**config.mk**
```make
export PLATFORM = sky130hd
export DESIGN_NAME = round_key_sequencer_flat
export DESIGN_NICKNAME = d
export VERILOG_FILES = /design/src/rtl/aes_ks_pkg.sv /design/src/rtl/round_key_sequencer_if.sv /design/src/rtl/sub_word_sync.sv /design/src/rtl/round_key_sequencer.sv /design/src/flat_wrapper.sv
export SDC_FILE = /design/constraint.sdc
export NUM_CORES = 2
export LEC_CHECK = 0
export ABC_CLOCK_PERIOD_IN_PS = 20900
export BUFFER_PORTS_ARGS = -buffer_cell sky130_fd_sc_hd__buf_2
export CAP_MARGIN = 15
export CORE_UTILIZATION = 59
export CTS_CLUSTER_SIZE = 16
export DETAILED_ROUTE_END_ITERATION = 8
export HOLD_SLACK_MARGIN = 0.06
export PLACE_DENSITY = 0.77
export SYNTH_ARGS = -nofsm -noshare
export SYNTH_HDL_FRONTEND = slang
export SYNTH_SLANG_ARGS = --single-unit
```
**constraint.sdc**
```tcl
create_clock -name clk -period 20.9 [get_ports clk]
set_clock_uncertainty 0.2 [all_clocks]
set_input_delay 1.045 -clock clk [delete_from_list [all_inputs] [get_ports clk]]
set_output_delay 1.045 -clock clk [all_outputs]
set_load 0.005 [all_outputs]
```
**src/rtl/aes_ks_pkg.sv**
```systemverilog
// Shared types, sizes and GF(2^8) helpers for the AES key-expansion engine.
package aes_ks_pkg;

  localparam int unsigned WORD      = 32;
  localparam int unsigned MAX_KEY_L = 256;
  localparam int unsigned RK_L      = 128;
  localparam int unsigned IDX_W     = 4;

  localparam logic [1:0] MODE_128  = 2'b00;
  localparam logic [1:0] MODE_192  = 2'b01;
  localparam logic [1:0] MODE_256  = 2'b10;
  localparam logic [1:0] MODE_RSVD = 2'b11;

  localparam logic [7:0] RCON_INIT = 8'h01;

  typedef logic [WORD-1:0] word_t;

  typedef enum logic [1:0] {StIdle, StGen, StDrain} ks_state_e;

  function automatic logic [3:0] nk_of(input logic [1:0] mode);
    logic [3:0] nk;
    nk = 4'd4;
    case (mode)
      MODE_128:  nk = 4'd4;
      MODE_192:  nk = 4'd6;
      MODE_256:  nk = 4'd8;
      MODE_RSVD: nk = 4'd4;
    endcase
    return nk;
  endfunction

  function automatic logic [3:0] nr_of(input logic [1:0] mode);
    logic [3:0] nr;
    nr = 4'd10;
    case (mode)
      MODE_128:  nr = 4'd10;
      MODE_192:  nr = 4'd12;
      MODE_256:  nr = 4'd14;
      MODE_RSVD: nr = 4'd10;
    endcase
    return nr;
  endfunction

  function automatic logic [7:0] xtime(input logic [7:0] b);
    return {b[6:0], 1'b0} ^ (b[7] ? 8'h1b : 8'h00);
  endfunction

  function automatic logic [7:0] gf_mul(input logic [7:0] a, input logic [7:0] b);
    logic [7:0] p;
    logic [7:0] x;
    p = '0;
    x = a;
    for (int k = 0; k < 8; k++) begin
      if (b[k]) p ^= x;
      x = xtime(x);
    end
    return p;
  endfunction

  // S-box as inverse (x^254) followed by the affine map; avoids a 256-entry table.
  function automatic logic [7:0] sbox(input logic [7:0] b);
    logic [7:0] sq;
    logic [7:0] inv;
    sq  = b;
    inv = 8'h01;
    for (int k = 1; k < 8; k++) begin
      sq  = gf_mul(sq, sq);
      inv = gf_mul(inv, sq);
    end
    return inv ^ {inv[6:0], inv[7]} ^ {inv[5:0], inv[7:6]} ^ {inv[4:0], inv[7:5]} ^
           {inv[3:0], inv[7:4]} ^ 8'h63;
  endfunction

endpackage

```
**src/rtl/round_key_sequencer_if.sv**
```systemverilog
// Round-key stream port: valid/ready handshake carrying a 128-bit key and its round number.
interface round_key_sequencer_if;
  import aes_ks_pkg::*;

  logic             rk_valid;
  logic             rk_ready;
  logic [RK_L-1:0]  rk_data;
  logic [IDX_W-1:0] rk_index;

  modport master (output rk_valid, output rk_data, output rk_index, input rk_ready);
  modport slave  (input rk_valid, input rk_data, input rk_index, output rk_ready);

endinterface

```
**src/rtl/sub_word_sync.sv**
```systemverilog
// Four parallel S-boxes with a registered output; the result holds until the next issue.
module sub_word_sync
  import aes_ks_pkg::*;
(
  input  logic  clk,
  input  logic  reset,
  input  logic  in_valid,
  input  word_t in_word,
  output logic  out_valid,
  output word_t out_word
);

  word_t sub_d;
  word_t word_q;
  logic  valid_q;

  always_comb begin
    sub_d = {sbox(in_word[31:24]), sbox(in_word[23:16]), sbox(in_word[15:8]), sbox(in_word[7:0])};
  end

  always_ff @(posedge clk) begin
    if (!reset) begin
      valid_q <= 1'b0;
      word_q  <= '0;
    end else begin
      valid_q <= in_valid;
      if (in_valid) word_q <= sub_d;
    end
  end

  assign out_valid = valid_q;
  assign out_word  = word_q;

endmodule

```
**src/rtl/round_key_sequencer.sv**
```systemverilog
// Iterative AES-128/192/256 key expansion streaming round keys 0..Nr over a valid/ready port.
module round_key_sequencer
  import aes_ks_pkg::*;
(
  input  logic                  clk,
  input  logic                  reset,
  input  logic                  start,
  input  logic [1:0]            key_mode,
  input  logic [MAX_KEY_L-1:0]  key,
  output logic                  busy,
  output logic                  done,
  output logic                  err,
  round_key_sequencer_if.master rk_if
);

  ks_state_e        state_q, state_d;
  logic [1:0]       mode_q, mode_d;
  word_t            win_q [8];
  word_t            win_d [8];
  logic [5:0]       i_q, i_d;
  logic [2:0]       pos_q, pos_d;
  logic [7:0]       rcon_q, rcon_d;
  word_t            acc_q [4];
  word_t            acc_d [4];
  logic [2:0]       acc_cnt_q, acc_cnt_d;
  logic             sub_hold_q, sub_hold_d;
  logic             rk_valid_q, rk_valid_d;
  logic [RK_L-1:0]  rk_data_q, rk_data_d;
  logic [IDX_W-1:0] rk_index_q, rk_index_d;
  logic             done_q, done_d;
  logic             err_q, err_d;

  logic       sub_in_valid, sub_out_valid;
  word_t      sub_in_word, sub_out_word;
  word_t      kw [8];
  logic [3:0] nk, nr, nk_new;
  logic [2:0] base_cnt;
  logic       out_free, sub_have, produce;
  word_t      w_old, new_w;

  sub_word_sync u_sub (
    .clk       (clk),
    .reset     (reset),
    .in_valid  (sub_in_valid),
    .in_word   (sub_in_word),
    .out_valid (sub_out_valid),
    .out_word  (sub_out_word)
  );

  always_comb begin
    for (int j = 0; j < 8; j++) begin
      kw[j] = key[MAX_KEY_L-1-WORD*j -: WORD];
    end
  end

  // win_q[0] is w[i-1]; win_q[Nk-1] is w[i-Nk].
  always_comb begin
    state_d     = state_q;
    mode_d      = mode_q;
    win_d       = win_q;
    i_d         = i_q;
    pos_d       = pos_q;
    rcon_d      = rcon_q;
    acc_d       = acc_q;
    acc_cnt_d   = acc_cnt_q;
    rk_valid_d  = rk_valid_q;
    rk_data_d   = rk_data_q;
    rk_index_d  = rk_index_q;
    done_d      = 1'b0;
    err_d       = 1'b0;
    sub_in_valid = 1'b0;
    sub_in_word  = {win_q[0][23:0], win_q[0][31:24]};
    sub_have    = sub_out_valid | sub_hold_q;
    sub_hold_d  = sub_have;
    nk          = nk_of(mode_q);
    nr          = nr_of(mode_q);
    nk_new      = nk_of(key_mode);
    w_old       = win_q[3'(nk - 4'd1)];
    out_free    = !rk_valid_q || rk_if.rk_ready;
    base_cnt    = acc_cnt_q;
    produce     = 1'b0;
    new_w       = '0;

    if (rk_valid_q && rk_if.rk_ready) rk_valid_d = 1'b0;

    case (state_q)
      StIdle: begin
        if (start) begin
          if (key_mode == MODE_RSVD) begin
            err_d = 1'b1;
          end else begin
            mode_d = key_mode;
            for (int k = 0; k < 8; k++) begin
              win_d[k] = (4'(k) < nk_new) ? kw[3'(nk_new - 4'(k) - 4'd1)] : '0;
            end
            for (int j = 0; j < 4; j++) begin
              acc_d[j] = kw[4+j];
            end
            acc_cnt_d  = 3'(nk_new - 4'd4);
            rcon_d     = RCON_INIT;
            i_d        = 6'(nk_new);
            pos_d      = '0;
            sub_hold_d = 1'b0;
            rk_valid_d = 1'b1;
            rk_data_d  = key[MAX_KEY_L-1 -: RK_L];
            rk_index_d = '0;
            state_d    = StGen;
          end
        end
      end
      StGen, StDrain: begin
        if (acc_cnt_q == 3'd4 && out_free) begin
          rk_valid_d = 1'b1;
          rk_data_d  = {acc_q[0], acc_q[1], acc_q[2], acc_q[3]};
          rk_index_d = rk_index_q + 1'b1;
          acc_cnt_d  = '0;
          base_cnt   = '0;
        end

        if (state_q == StGen && base_cnt != 3'd4) begin
          if (pos_q == 3'd0) begin
            if (sub_have) begin
              new_w   = w_old ^ sub_out_word ^ {rcon_q, 24'h0};
              rcon_d  = xtime(rcon_q);
              produce = 1'b1;
            end else begin
              sub_in_valid = 1'b1;
            end
          end else if (nk == 4'd8 && pos_q == 3'd4) begin
            if (sub_have) begin
              new_w   = w_old ^ sub_out_word;
              produce = 1'b1;
            end
          end else begin
            new_w   = w_old ^ win_q[0];
            produce = 1'b1;
            // Prefetch SubWord for the following i%8==4 word so it costs one cycle.
            if (nk == 4'd8 && pos_q == 3'd3) begin
              sub_in_valid = 1'b1;
              sub_in_word  = new_w;
            end
          end

          if (produce) begin
            sub_hold_d = 1'b0;
            win_d[0]   = new_w;
            for (int k = 1; k < 8; k++) begin
              win_d[k] = win_q[k-1];
            end
            i_d   = i_q + 6'd1;
            pos_d = (pos_q == 3'(nk - 4'd1)) ? 3'd0 : pos_q + 3'd1;
            if (base_cnt == 3'd3 && out_free) begin
              rk_valid_d = 1'b1;
              rk_data_d  = {acc_q[0], acc_q[1], acc_q[2], new_w};
              rk_index_d = rk_index_q + 1'b1;
              acc_cnt_d  = '0;
            end else begin
              acc_d[base_cnt[1:0]] = new_w;
              acc_cnt_d            = base_cnt + 3'd1;
            end
            if (i_q == {nr, 2'b11}) state_d = StDrain;
          end
        end

        if (state_q == StDrain && rk_valid_q && rk_if.rk_ready && rk_index_q == nr &&
            acc_cnt_q == 3'd0) begin
          state_d = StIdle;
          done_d  = 1'b1;
        end
      end
      default: state_d = StIdle;
    endcase
  end

  always_ff @(posedge clk) begin
    if (!reset) begin
      state_q    <= StIdle;
      mode_q     <= MODE_128;
      win_q      <= '{default: '0};
      i_q        <= '0;
      pos_q      <= '0;
      rcon_q     <= RCON_INIT;
      acc_q      <= '{default: '0};
      acc_cnt_q  <= '0;
      sub_hold_q <= 1'b0;
      rk_valid_q <= 1'b0;
      rk_data_q  <= '0;
      rk_index_q <= '0;
      done_q     <= 1'b0;
      err_q      <= 1'b0;
    end else begin
      state_q    <= state_d;
      mode_q     <= mode_d;
      win_q      <= win_d;
      i_q        <= i_d;
      pos_q      <= pos_d;
      rcon_q     <= rcon_d;
      acc_q      <= acc_d;
      acc_cnt_q  <= acc_cnt_d;
      sub_hold_q <= sub_hold_d;
      rk_valid_q <= rk_valid_d;
      rk_data_q  <= rk_data_d;
      rk_index_q <= rk_index_d;
      done_q     <= done_d;
      err_q      <= err_d;
    end
  end

  assign busy           = (state_q != StIdle);
  assign done           = done_q;
  assign err            = err_q;
  assign rk_if.rk_valid = rk_valid_q;
  assign rk_if.rk_data  = rk_data_q;
  assign rk_if.rk_index = rk_index_q;

endmodule

```
**src/flat_wrapper.sv**
```systemverilog
// flat-port wrapper written by rule: the top's interface ports become plain ports
module round_key_sequencer_flat import aes_ks_pkg::*;
  (clk, reset, start, key_mode, key, busy, done, err, rk_if_rk_valid, rk_if_rk_data, rk_if_rk_index, rk_if_rk_ready);
  round_key_sequencer_if rk_if_i ();
  input  logic clk;
  input  logic reset;
  input  logic start;
  input  logic [1:0] key_mode;
  input  logic [MAX_KEY_L-1:0] key;
  output logic busy;
  output logic done;
  output logic err;
  output wire logic [$bits(rk_if_i.rk_valid)-1:0] rk_if_rk_valid;
  output wire logic [$bits(rk_if_i.rk_data)-1:0] rk_if_rk_data;
  output wire logic [$bits(rk_if_i.rk_index)-1:0] rk_if_rk_index;
  input wire logic [$bits(rk_if_i.rk_ready)-1:0] rk_if_rk_ready;
  assign rk_if_rk_valid = rk_if_i.rk_valid;
  assign rk_if_rk_data = rk_if_i.rk_data;
  assign rk_if_rk_index = rk_if_i.rk_index;
  assign rk_if_i.rk_ready = rk_if_rk_ready;
  round_key_sequencer u_core (.clk(clk), .reset(reset), .start(start), .key_mode(key_mode), .key(key), .busy(busy), .done(done), .err(err), .rk_if(rk_if_i));
endmodule
```
==> impl_metrics.env <==
export IMPL_critPathLaunchType="flop"
export IMPL_path_delay_family="XOR/XNOR gates"
export IMPL_nFillCells=13693
export IMPL_grt_antenna_before_repair=49
export IMPL_core_area_um2=152000
export IMPL_final_area_um2=96600
export IMPL_dr_first_iter_drc_count=12644
export IMPL_finalCritPeriodShare_pct=95.5
export IMPL_layout_drive_gt1_share_pct=12.9
export IMPL_ys_flop_type="dfxtp_1"
export IMPL_critPathSlowestCell="mux4_2"
export IMPL_dp_hpwl_mm=237
export IMPL_grtUsageMet2_pct=60.9
export IMPL_grt_pass1_wl_mm=509
export IMPL_syn_nets=12588
export IMPL_hold_class="reg2reg"
export IMPL_synth_area_top_cells="xnor2_1 17%, dfxtp_1 13%, nor2_1 7.9%, nand2_1 5.2%, xnor3_1 4.7%"
export IMPL_status="finished with violations"
export IMPL_required_ns=21.24
export IMPL_synth_area_um2=90700
export IMPL_ys_async_sr_fraction_pct=0
export IMPL_worstPathMaxFanout=26
export IMPL_worstPathArrival_ns=20.30
export IMPL_drc=1
export IMPL_grt_busiest_layer="met2"
export IMPL_grt_max_degree=281
export IMPL_avgSynthCellArea_um2=7.39
export IMPL_critPathKind="reg2reg"
export IMPL_area_delta_synth_final_pct=6.50
export IMPL_grt_met1_usage_pct=55.9
export IMPL_yosysUniqueCellTypes=126
export IMPL_holdWs_ns=0.247
export IMPL_ant_nets=0
export IMPL_cts_hold_buffers=0
export IMPL_clock_latency_ns=0.68
export IMPL_rsz0062_at_grt="false"
export IMPL_cts_tree="yes"
export IMPL_finalCriticalPeriod_ns=19.96
export IMPL_io_buffers=397
export IMPL_nets=12422
export IMPL_start_util_pct=59.6
export IMPL_dieHeight_um=394
export IMPL_fp_row_count=143
export IMPL_ys_ff_latch=577
export IMPL_register_area_um2=11600
export IMPL_cpPeakStageDelay_ns=0.61
export IMPL_slew_headroom_pct=5.13
export IMPL_maxSlewViolCount=0
export IMPL_synth_top_cell_area_share_pct=16.7
export IMPL_gp_congestion=1.02
export IMPL_clock_path_buffers=3
export IMPL_final_util_pct=63.4
export IMPL_grt_use_met3_pct=7.18
export IMPL_violations="DRC"
export IMPL_path_buf_inv=7
export IMPL_placed_cell_area_um2=94300
export IMPL_dr_total_vias=94720
export IMPL_end_kind="flop"
export IMPL_clkTransAtPathRegs_ns=0.06
export IMPL_wl_per_cell_um=23.3
export IMPL_drv_cap=0
export IMPL_synth_top_cell_by_area="xnor2_1"
export IMPL_cts_made_buffers=60
export IMPL_first_global_vias=85508
export IMPL_pin_count=398
export IMPL_hold_viol=0
export IMPL_ctsRootBufferMaster="clkbuf_16"
export IMPL_synth_warnings=0
export IMPL_seq_area_frac_synth_pct=12.7
export IMPL_grt_overflow=0
export IMPL_synthCells=12279
export IMPL_vias_per_cell=6.66
export IMPL_die_width_um=394
export IMPL_drtPass1Iterations=9
export IMPL_clock_fmax_mhz=50.1
export IMPL_cts_max_level=2
export IMPL_tightest_slew_ns=1.41
export IMPL_synth_edff_count=0
export IMPL_routed_wl_mm=332
export IMPL_clock_sinks=577
export IMPL_multi_input_area_um2=75400
export IMPL_grt_total_usage_pct=40.2
export IMPL_design_die_area_um2=155000
export IMPL_finalSetupViolCount=0
[sequential cells by signal, summed over array words and instances (netlist names), 4 cells and up]
| register | cells |
|---|---|
| u_core.acc_q | 128 |
| u_core.i_q | 6 |
| u_core.rcon_q | 8 |
| u_core.rk_if.rk_data | 128 |
| u_core.rk_if.rk_index | 4 |
| u_core.u_sub.out_word | 32 |
| u_core.win_q | 256 |
[per-layer routing]
layer / part of all wire, % / wire length [µm]
met5: 0.043 / 141
met4: 4.6 / 15300
met3: 11 / 37600
met2: 43 / 143000
met1: 41 / 135000
[worst min-delay path, cell delays in order (launching register included)]
cell     delay, ns
dfxtp_1       0.31
nand2_1       0.05
a21oi_1       0.05
[metrics by stage]
stage / instances / setup slack, ns / setup TNS (ns)
2_1_floorplan: 12279 / 3.82 / 0
5_1_grt: 14215 / 0.0197 / 0
4_1_cts: 14182 / 0.00268 / 0
6_report: 14226 / 0.943 / 0
3_5_place_dp: 14072 / -0.115 / -0.297
3_3_place_gp: 14072 / -0.106 / -0.231
[Yosys cell counts (49+ instances only)]
cell	n
xnor3_1	190
nor3_1	501
a221o_1	49
a221oi_1	183
buf_2	122
o22ai_1	127
nand2_1	1265
a31oi_1	86
xor2_1	430
xnor2_2	108
nor2_1	1904
or3_1	118
a21oi_1	847
nand4_1	53
clkbuf_1	743
xnor2_1	1734
o211ai_1	200
mux4_2	97
o21ai_0	508
a311oi_1	106
dfxtp_1	577
and2_1	55
mux2i_1	330
buf_1	63
nand3_1	215
a22oi_1	59
inv_1	72
a211oi_1	202
mux2_2	185
[cell families after synthesis]
| logic type | after synthesis | share of synthesized area [%] |
|---|---|---|
| compound gates | 2927 | 21.5 |
| xor+xnor | 2575 | 30.4 |
| fa+ha+maj | 52 | 0.703 |
| buf+inv | 1077 | 4.87 |
| flops | 577 | 12.7 |
| mux | 622 | 8.51 |
| simple gates | 4449 | 21.3 |
[area by class of cell]
cell class	instances	area share (%)
clock buffers	85	1.73
diodes	35	0.0907
multi-input cells	10625	78.1
inverters	105	0.424
well taps	2030	2.63
flip-flops and latches	577	12.0
repair buffers	744	4.82
clock inverters	25	0.271
[cell usage in the layout (no fill, tap or decap), drive strengths merged, types with 211 or more instances in the layout]
| master | netlist | final |
|---|---|---|
| a211oi | 211 | 211 |
| a21oi | 851 | 851 |
| buf | 228 | 744 |
| xnor2 | 1873 | 1873 |
| mux2i | 335 | 335 |
| dfxtp | 577 | 577 |
| nand2 | 1272 | 1272 |
| nor3 | 517 | 517 |
| o21ai | 541 | 541 |
| nand3 | 215 | 215 |
| xor2 | 472 | 472 |
| nor2 | 1914 | 1914 |
[final timing paths]
check	startpoint	to	slack, ns	depth (start not counted)
worst max-delay path	u_core.mode_q[0]$_SDFFE_PN0P_	u_core.u_sub.out_word[14]$_SDFFE_PN0P_	0.94	69
worst min-delay path	u_core.acc_q[72]$_SDFFE_PN0P_	u_core.acc_q[72]$_SDFFE_PN0P_	0.25	2
worst max register to register	u_core.mode_q[0]$_SDFFE_PN0P_	u_core.u_sub.out_word[14]$_SDFFE_PN0P_	0.94	69
worst min register to register	u_core.acc_q[72]$_SDFFE_PN0P_	u_core.acc_q[72]$_SDFFE_PN0P_	0.25	2
[what timing repair did]
action	in CTS	in global routing
setup buffers	0	4
gates resized for setup	0	24
setup endpoints to repair	0	24
Power is not shown: default switching activity piles up to over one toggle a cycle in this logic, so the estimate is an artifact.
